**src/rtl/pi_noc_pkg.sv**
```systemverilog
`default_nettype none
// ============================================================================
// Module      : pi_noc_pkg
// Description : Shared pi-NoC definitions: width helper functions, router
//               port-select constants and the default-width flit record.
// Revision    : 1.0 - initial release
// ============================================================================
package pi_noc_pkg;

    // Flit address width for an N-client tree: client index plus one bit.
    function automatic int pi_a_w(input int n);
        return $clog2(n) + 1;
    endfunction

    // Index width for K requesters; at least one bit so a 1-wide port exists.
    function automatic int pi_src_w(input int k);
        return (k < 2) ? 1 : $clog2(k);
    endfunction

    // Router port selects, shared with the pi router switch logic.
    localparam logic [1:0] LEFT  = 2'd0;
    localparam logic [1:0] RIGHT = 2'd1;
    localparam logic [1:0] U0    = 2'd2;
    localparam logic [1:0] U1    = 2'd3;

    // Default network geometry used by the flit record below.
    localparam int PI_DEF_N   = 8;
    localparam int PI_DEF_D_W = 32;
    localparam int PI_DEF_A_W = $clog2(PI_DEF_N) + 1;

    // One flit as carried on a router link.
    typedef struct packed {
        logic [PI_DEF_A_W-1:0] addr;
        logic [PI_DEF_D_W-1:0] data;
    } pi_flit_t;

endpackage
`default_nettype wire

```
**src/rtl/pi_rr_pick.sv**
```systemverilog
`default_nettype none
// ============================================================================
// Module      : pi_rr_pick
// Description : Combinational rotating-priority picker. Returns the first
//               set request found scanning base, base+1, ... modulo K.
// Revision    : 1.0 - initial release
// ============================================================================
module pi_rr_pick #(
    parameter int K     = 4,
    parameter int SRC_W = 2
) (
    input  logic [K-1:0]     req,
    input  logic [SRC_W-1:0] base,
    output logic [SRC_W-1:0] idx,
    output logic             any
);

    // Scan from the farthest offset back to the base so the nearest hit wins.
    always_comb begin
        logic [SRC_W-1:0] j;
        idx = '0;
        any = 1'b0;
        j   = '0;
        for (int off = K - 1; off >= 0; off--) begin
            // Explicit modulo keeps non-power-of-two K wrapping correctly.
            j = SRC_W'((int'(base) + off) % K);
            if (req[j]) begin
                idx = j;
                any = 1'b1;
            end
        end
    end

endmodule
`default_nettype wire

```
**src/rtl/pi_inject_arb.sv**
```systemverilog
`default_nettype none
// ============================================================================
// Module      : pi_inject_arb
// Description : Shares one leaf injection port between K local requesters.
//               Round-robin pick with a starvation override, winner is
//               registered into a one-entry output stage toward the router.
// Revision    : 1.0 - initial release
// ============================================================================
module pi_inject_arb
    import pi_noc_pkg::*;
#(
    parameter int N      = 8,
    parameter int A_W    = pi_a_w(N),
    parameter int D_W    = 32,
    parameter int K      = 4,
    parameter int SRC_W  = pi_src_w(K),
    parameter int STARVE = 15,
    parameter int CNT_W  = 4
) (
    input  logic               clk,
    input  logic               rst,
    input  logic               ce,
    input  logic [K-1:0]       s_v,
    output logic [K-1:0]       s_bp,
    input  logic [K*A_W-1:0]   s_addr,
    input  logic [K*D_W-1:0]   s_data,
    output logic               o_v,
    input  logic               o_bp,
    output logic [A_W-1:0]     o_addr,
    output logic [D_W-1:0]     o_data,
    output logic [SRC_W-1:0]   grant_id,
    output logic               starve
);

    localparam logic [SRC_W-1:0] c_BASE0   = '0;
    localparam logic [SRC_W-1:0] c_LAST    = SRC_W'(K - 1);
    localparam logic [CNT_W-1:0] c_STARVE  = CNT_W'(STARVE);
    localparam logic [CNT_W-1:0] c_CNT_MAX = '1;

    logic [SRC_W-1:0] r_rr;
    logic [CNT_W-1:0] r_cnt [K];

    logic [K-1:0]     w_starved;
    logic [SRC_W-1:0] w_rr_idx;
    logic             w_rr_any;
    logic [SRC_W-1:0] w_ovr_idx;
    logic             w_ovr;
    logic [SRC_W-1:0] w_g;
    logic             w_load;
    logic             w_take;

    // A requester is starved once it has waited STARVE cycles while valid.
    always_comb begin
        for (int i = 0; i < K; i++) begin
            w_starved[i] = s_v[i] & (r_cnt[i] >= c_STARVE);
        end
    end

    // Normal fair pick rotating from the round-robin pointer.
    pi_rr_pick #(
        .K     (K),
        .SRC_W (SRC_W)
    ) u_pick_rr (
        .req  (s_v),
        .base (r_rr),
        .idx  (w_rr_idx),
        .any  (w_rr_any)
    );

    // Override pick: fixed base 0 so the lowest starved index wins.
    pi_rr_pick #(
        .K     (K),
        .SRC_W (SRC_W)
    ) u_pick_ovr (
        .req  (w_starved),
        .base (c_BASE0),
        .idx  (w_ovr_idx),
        .any  (w_ovr)
    );

    // Winner selection and load condition (register empty or draining).
    always_comb begin
        w_g    = w_ovr ? w_ovr_idx : w_rr_idx;
        w_load = ce & (~o_v | ~o_bp);
        w_take = w_load & w_rr_any;
    end

    // Only the granted requester sees its backpressure released.
    generate
        for (genvar i = 0; i < K; i++) begin : g_bp
            assign s_bp[i] = s_v[i] & ~(w_take & (w_g == SRC_W'(i)));
        end
    endgenerate

    // Output stage and round-robin pointer; held on stall or ce=0.
    always_ff @(posedge clk) begin
        if (rst) begin
            o_v      <= 1'b0;
            o_addr   <= '0;
            o_data   <= '0;
            grant_id <= '0;
            starve   <= 1'b0;
            r_rr     <= '0;
        end else if (w_take) begin
            o_v      <= 1'b1;
            o_addr   <= s_addr[int'(w_g)*A_W +: A_W];
            o_data   <= s_data[int'(w_g)*D_W +: D_W];
            grant_id <= w_g;
            starve   <= w_ovr;
            r_rr     <= (w_g == c_LAST) ? '0 : w_g + 1'b1;
        end else if (w_load) begin
            o_v      <= 1'b0;
        end
    end

    // Per-requester saturating wait counters, cleared on idle or transfer.
    always_ff @(posedge clk) begin
        if (rst) begin
            for (int i = 0; i < K; i++) begin
                r_cnt[i] <= '0;
            end
        end else if (ce) begin
            for (int i = 0; i < K; i++) begin
                if (!s_v[i] || (w_take && (w_g == SRC_W'(i)))) begin
                    r_cnt[i] <= '0;
                end else if (r_cnt[i] != c_CNT_MAX) begin
                    r_cnt[i] <= r_cnt[i] + 1'b1;
                end
            end
        end
    end

endmodule
`default_nettype wire

```
**config.mk**
```make
export PLATFORM = sky130hd
export DESIGN_NAME = pi_inject_arb
export DESIGN_NICKNAME = d
export VERILOG_FILES = /design/src/rtl/pi_noc_pkg.sv /design/src/rtl/pi_rr_pick.sv /design/src/rtl/pi_inject_arb.sv
export SDC_FILE = /design/constraint.sdc
export NUM_CORES = 1
export LEC_CHECK = 0
export BUFFER_PORTS_ARGS = -buffer_cell sky130_fd_sc_hd__buf_2
export CELL_PAD_IN_SITES_DETAIL_PLACEMENT = 0
export CELL_PAD_IN_SITES_GLOBAL_PLACEMENT = 1
export CORE_AREA = 2 2 105 107
export CTS_BUF_LIST = sky130_fd_sc_hd__clkbuf_4
export DETAILED_ROUTE_END_ITERATION = 16
export DIE_AREA = 0 0 107 109
export PLACE_DENSITY_LB_ADDON = 0.12
export SYNTH_ARGS = -nofsm -noshare
export SYNTH_HDL_FRONTEND = slang
export SYNTH_SLANG_ARGS = --single-unit
export TNS_END_PERCENT = 1
```
**constraint.sdc**
```tcl
create_clock -name clk -period 6.2 [get_ports clk]
set_clock_uncertainty 0.15 [all_clocks]
set_input_delay 1.55 -clock clk [delete_from_list [all_inputs] [get_ports clk]]
set_output_delay 1.55 -clock clk [all_outputs]
set_load 0.01 [all_outputs]
```
=== Word-level counts from Yosys, hierarchy flattened ===
Memory sizes are Yosys's and may differ from the RTL's.
Cells that the tools add are included.

* Register bits: 42
* Bits in writable memories: 16
* Input bits: 152
* Output and inout port bits: 44
* Word-level logic and storage cells: 149
* Memories: 1

{| class="wikitable"
|+ Memory list
! name !! words !! bits a word !! read ports !! clocked after Yosys merged registers in !! wr ports !! RTL line !! text
|-
| r_cnt || 4 || 4 || 4 || 0 || 4 || pi_inject_arb.sv:41 || <nowiki>logic [CNT_W-1:0] r_cnt [K];</nowiki>
|}

* Add/sub/neg operators: 8
* Magnitude comparators: 8
* Eq/ne operators: 7
* Shifts and indexed selects: 2
* Mux-type cells: 74
* Bitwise operators: 29
* Reduce and logical (&&, ||, !) cells: 14

{| class="wikitable"
|+ Operator list
! operator !! number
|-
| $shiftx 128x8->32 || 1
|-
| $mux 1 || 52
|-
| $mux 4 || 8
|-
| $mux 2 || 10
|-
| $add 4x1->4 const B || 4
|-
| $ge 4x4->1 const B || 4
|-
| $ne 4x4->1 const B || 4
|-
| $shiftx 16x5->4 || 1
|-
| $and 1x1->1 || 14
|-
| $lt 2x3->1 const B || 4
|-
| $or 1x1->1 || 9
|-
| $bmux 1 s2 || 4
|-
| $not 1->1 || 6
|-
| $add 2x1->2 const B || 2
|-
| $add 2x2->2 const B || 2
|-
| $eq 2x2->1 const B || 2
|-
| $logic_and 1x1->1 || 4
|-
| $logic_not 1->1 || 4
|-
| $logic_or 1x1->1 || 4
|-
| $eq 2x1->1 const B || 1
|-
| $logic_not 2->1 || 1
|-
| $reduce_bool 2->1 || 1
|}

=== Longest topological paths before layout ===
* Depth after elaboration: 17
* Depth in mapped cells: 12
* Depth with buffers taken out: 10

=== Cells and area by module ===
From an unflattened synthesis, not the netlist that was laid out.

* Cell total of the unflattened synthesis: 628
* Area, all modules: 4780.8 sq um

{| class="wikitable"
|+ Modules (own cells, without submodules)
! module !! times used !! cells each !! area each (sq um) !! sequential area each (sq um)
|-
| pi_inject_arb || 1 || 602 || 4625.7 || 1321.3
|-
| pi_rr_pick || 2 || 13 || 77.6 || 0.0
|}

=== Worst setup path before layout ===
OpenSTA, ideal clock, no wires.

* Path kind: input to output
* Start point: input port s_v[2]
* End point: output port s_bp[2]
* Arrival time: 3286 ps
* Data required time: 4500 ps
* Path slack: 1214 ps
* Stages on the path: 9
* Buffers on the path: 2
* Cell sequence: or4b_1 o211a_2 o211ai_2 and2_4 inv_2 buf_6 buf_2 ha_1 a21oi_1

* Cells in the longest elaborated chain, start to end: 11
* Elaborated cells on any way between the ends: 29
* Classes of those cells: eq/ne (1); mux (23); bitwise (5)

{| class="wikitable"
|+ RTL lines
! what !! RTL line !! text
|-
| from (decl) || pi_inject_arb.sv:23 || <nowiki>input logic [K-1:0] s_v,</nowiki>
|-
| $bmux 1 s2 || pi_rr_pick.sv:27 || <nowiki>if (req[j]) begin</nowiki>
|-
| $mux 1 (implied by the code) || pi_rr_pick.sv:27 ||
|-
| $mux 2 (4 in a row) || pi_rr_pick.sv:27 ||
|-
| $mux 2 || pi_inject_arb.sv:83 || <nowiki>w_g = w_ovr ? w_ovr_idx : w_rr_idx;</nowiki>
|-
| $eq 2x2->1 || pi_inject_arb.sv:91 || <nowiki>assign s_bp[i] = s_v[i] & ~(w_take & (w_g == SRC_W'(i)));</nowiki>
|-
| $and 1x1->1 || pi_inject_arb.sv:91 ||
|-
| $not 1->1 || pi_inject_arb.sv:91 ||
|-
| $and 1x1->1 * || pi_inject_arb.sv:91 ||
|-
| to (decl) || pi_inject_arb.sv:24 || <nowiki>output logic [K-1:0] s_bp,</nowiki>
|}

Mark *: on every way between the ends. The rest lies on a longest branch, timed or not. The select of a mux whose other input is x is not followed.

=== Worst setup path after layout ===
Ends and elaborated chain as after synthesis.

==> results.json <==
{
  "fin_setup_tns_ns": 0,
  "place_congestion": 0.896,
  "postLayoutSetupSlackWorst_ns": 1.12,
  "synthArstFlopShare_pct": 0,
  "status": "finished clean",
  "p_seq_share_pct": 41.7,
  "period_share_pct": 81.9,
  "synth-compound-area-share_pct": 27.8,
  "syn_nets": 604,
  "synth_mux_area_share_pct": 0.828,
  "yosys.area.top_type": "dfxtp_1",
  "grt_antenna_before_repair": 2,
  "path_cells": "buf_2 -> or4b_1 -> o211a_2 -> o211ai_2 -> and2_4 -> inv_2 -> ha_1 -> a21oi_1 -> buf_2",
  "rows": 38,
  "slew_violations": 0,
  "synth_area_leaders": "dfxtp_1 23%, edfxtp_1 13%, a311oi_1 5.8%",
  "cp_common_cell": "buf_2",
  "drive_gt1_share_pct": 37.1,
  "yosysTopAreaCellShare_pct": 23.2,
  "cts_setup_buffers": 0,
  "grt_pass1_wl_um": 20700,
  "synth_edf_count": 16,
  "p_comb_share_pct": 33.8,
  "cts_tree": "done",
  "ys_ff_latch": 58,
  "die_w_um": 107,
  "grt-ovfl-total": 0,
  "synth_cells": 444,
  "switching_share_pct": 36.2,
  "grt_pass1_vias": 4205,
  "crit_arrival_ns": 3.38,
  "wl_per_cell_um": 17.5,
  "synth-xor-area-share_pct": 1.93,
  "cts_max_path_buffers": 2,
  "drt_iter0_drc": 188,
  "dp_hpwl_um": 9510,
  "fp.coreArea_um2": 10600,
  "grt_max_degree": 83,
  "crit_required_ns": 4.50,
  "yosys_warnings": 0,
  "setup_violations": 0,
  "hold_path_class": "flop to flop",
  "leakage_nw": 2.11,
  "n_antenna_cell": 0,
  "yosysSeqAreaShare_pct": 36.4,
  "period_minus_slack_ns": 5.08,
  "io_pins": 196,
  "total_power_mw": 1.12,
  "worst_slew_pin_slew_ns": 1.08,
  "io_buffers": 195,
  "grt_usage_pct": 22.7,
  "fin_nets": 781,
  "synth_top_family_by_area": "compound AO/OA/AOI/OAI gates",
  "drv_cap": 0,
  "crit_family": "simple AND/OR/NAND/NOR gates",
  "rsz0062_at_grt": "false",
  "clkSinkCount": 58,
  "max_freq_mhz": 197,
  "path_clk_slew_ns": 0.10,
  "power-per-cell-area_nw_per_um2": 232,
  "syn_area_per_cell_um2": 8.17,
  "die_area_um2": 11700,
  "routed_wl_um": 13400,
  "synth_ff_type": "dfxtp_1",
  "switchingPower_mw": 0.407,
  "start_util_pct": 34.2,
  "worst_setup_path_end_kind": "output pin",
  "hold_violations": 0,
  "pwr-share-clk_pct": 24.5,
  "dr_total_vias": 4227,
  "h-tree-depth": 3,
  "firstDrtPassIters": 5,
  "ant_nets": 0,
  "area_growth_syn_to_layout_pct": 33.3,
  "drcViolationCount": 0,
  "root_buffer": "clkbuf_4",
  "pre_cts_slack_ns": 1.14,
  "cts_hold_buffers": 0,
  "synth_cell_types": 51,
  "crit_type": "input port to output pin",
  "slew_headroom_pct": 27.7,
  "cts_buffers": 9,
  "clkLatencyLatePin_ns": 0.40,
  "crit_fanout": 6,
  "slowest_stage": "or4b_1",
  "ir_drop_uv": 105,
  "synthAdderAreaFrac_pct": 2.76,
  "syn_area_um2": 3630,
  "die_h_um": 109,
  "post_cts_resized": 0,
  "synthSimpleGateAreaFrac_pct": 24.6,
  "intPower_mw": 0.716,
  "vias_per_cell": 5.52,
  "post-route-util_pct": 45.6,
  "cp_num_buf_inv": 3,
  "cp_slowest_stage_delay_ns": 0.51,
  "critPathLaunchType": "input port"
}
[path summary, 6_finish.rpt]
path / from / end / slack (ns) / depth (start not counted)
setup reg to reg: r_cnt[0][0] / r_cnt[3][1] / 3.12 / 8
setup / recovery: s_v[2] / s_bp[2] / 1.12 / 9
hold reg to reg: o_data[17] / o_data[17] / 0.31 / 2
hold / removal: o_data[17] / o_data[17] / 0.31 / 2
[power groups by stage]
stage,combinational [mW],sequential (mW),clock (mW)
after global routing,0.419,0.474,0.302
after floorplan,0.214,0.490,0
after CTS,0.382,0.468,0.291
after detailed placement,0.382,0.475,0
after global placement,0.382,0.474,0
final,0.380,0.468,0.275
[cells by family after synthesis]
kind of cell             after synthesis
multiplexers                           3
AND/OR/NAND/NOR                      179
adder cells (fa/ha/maj)                8
buffers and inverters                 48
XOR/XNOR                               8
AO/OA/AOI/OAI                        140
flip-flops                            58
[registers in the layout, indices dropped and copies added (netlist names)]
| name | flops |
|---|---|
| o_data | 32 |
| r_cnt | 16 |
| o_addr | 4 |
| grant_id | 2 |
| r_rr | 2 |
| o_v | 1 |
| starve | 1 |
[cell type report]
cell class	instances	area [µm²]
clock inverter	6	57.6
multi-input combinational	338	2120
tap	140	175
fill	1115	5770
sequential	58	1320
inverter	10	37.5
clock buffer	10	75.1
timing repair buffer	204	1040
[metal layers]
layer  GRT usage, %  wire length, µm
met5              0               30
met4           9.74              345
met3           6.28             1040
met2           39.3             6580
met1           26.5             5420
[stage by stage]
stage,cell area [µm²],std cells,hold WS (ns)
3_5_place_dp,4700,750,0.290
2_1_floorplan,3630,444,0.331
4_1_cts,4830,766,0.318
3_3_place_gp,4700,750,0.284
6_report,4830,766,0.313
5_1_grt,4830,766,0.334
[Yosys cell counts, types with 4 or more instances]
master,count
xnor2_1,4
inv_1,9
buf_2,12
edfxtp_1,16
o31ai_1,19
or3_1,24
xor2_1,4
a21oi_1,28
nor2_1,20
o21ai_0,18
a32o_1,12
a311oi_1,24
a31oi_1,14
nand4_1,5
dfxtp_1,42
nand2_1,49
nand4b_1,4
nor3_1,38
a21boi_0,4
and3_1,5
nand3_1,22
clkbuf_1,24
ha_1,8
[tightest hold or removal path, cell delays in order, from the launching register on]
cell	delay (ns)
dfxtp_1	0.34
nand2_1	0.05
o31ai_1	0.05
[placed cells by master (no fill, tap or decap), drive strengths merged, types with 3 or more instances in the layout]
| cell | instances |
|---|---|
| buf | 204 |
| nand2 | 49 |
| dfxtp | 42 |
| nor3 | 38 |
| a21oi | 29 |
| a311oi | 24 |
| or3 | 24 |
| nand3 | 22 |
| nor2 | 20 |
| o31ai | 19 |
| o21ai | 19 |
| edfxtp | 16 |
| a31oi | 14 |
| a32o | 12 |
| clkbuf | 10 |
| inv | 10 |
| ha | 8 |
| a21boi | 6 |
| nand4 | 5 |
| and3 | 5 |
| xnor2 | 4 |
| xor2 | 4 |
| nand4b | 4 |
| clkinv | 4 |
| nor2b | 3 |
| mux2i | 3 |
| a2111oi | 3 |
| o211ai | 3 |
| and2 | 3 |
Note: power is estimated with default switching activity, not from simulation.
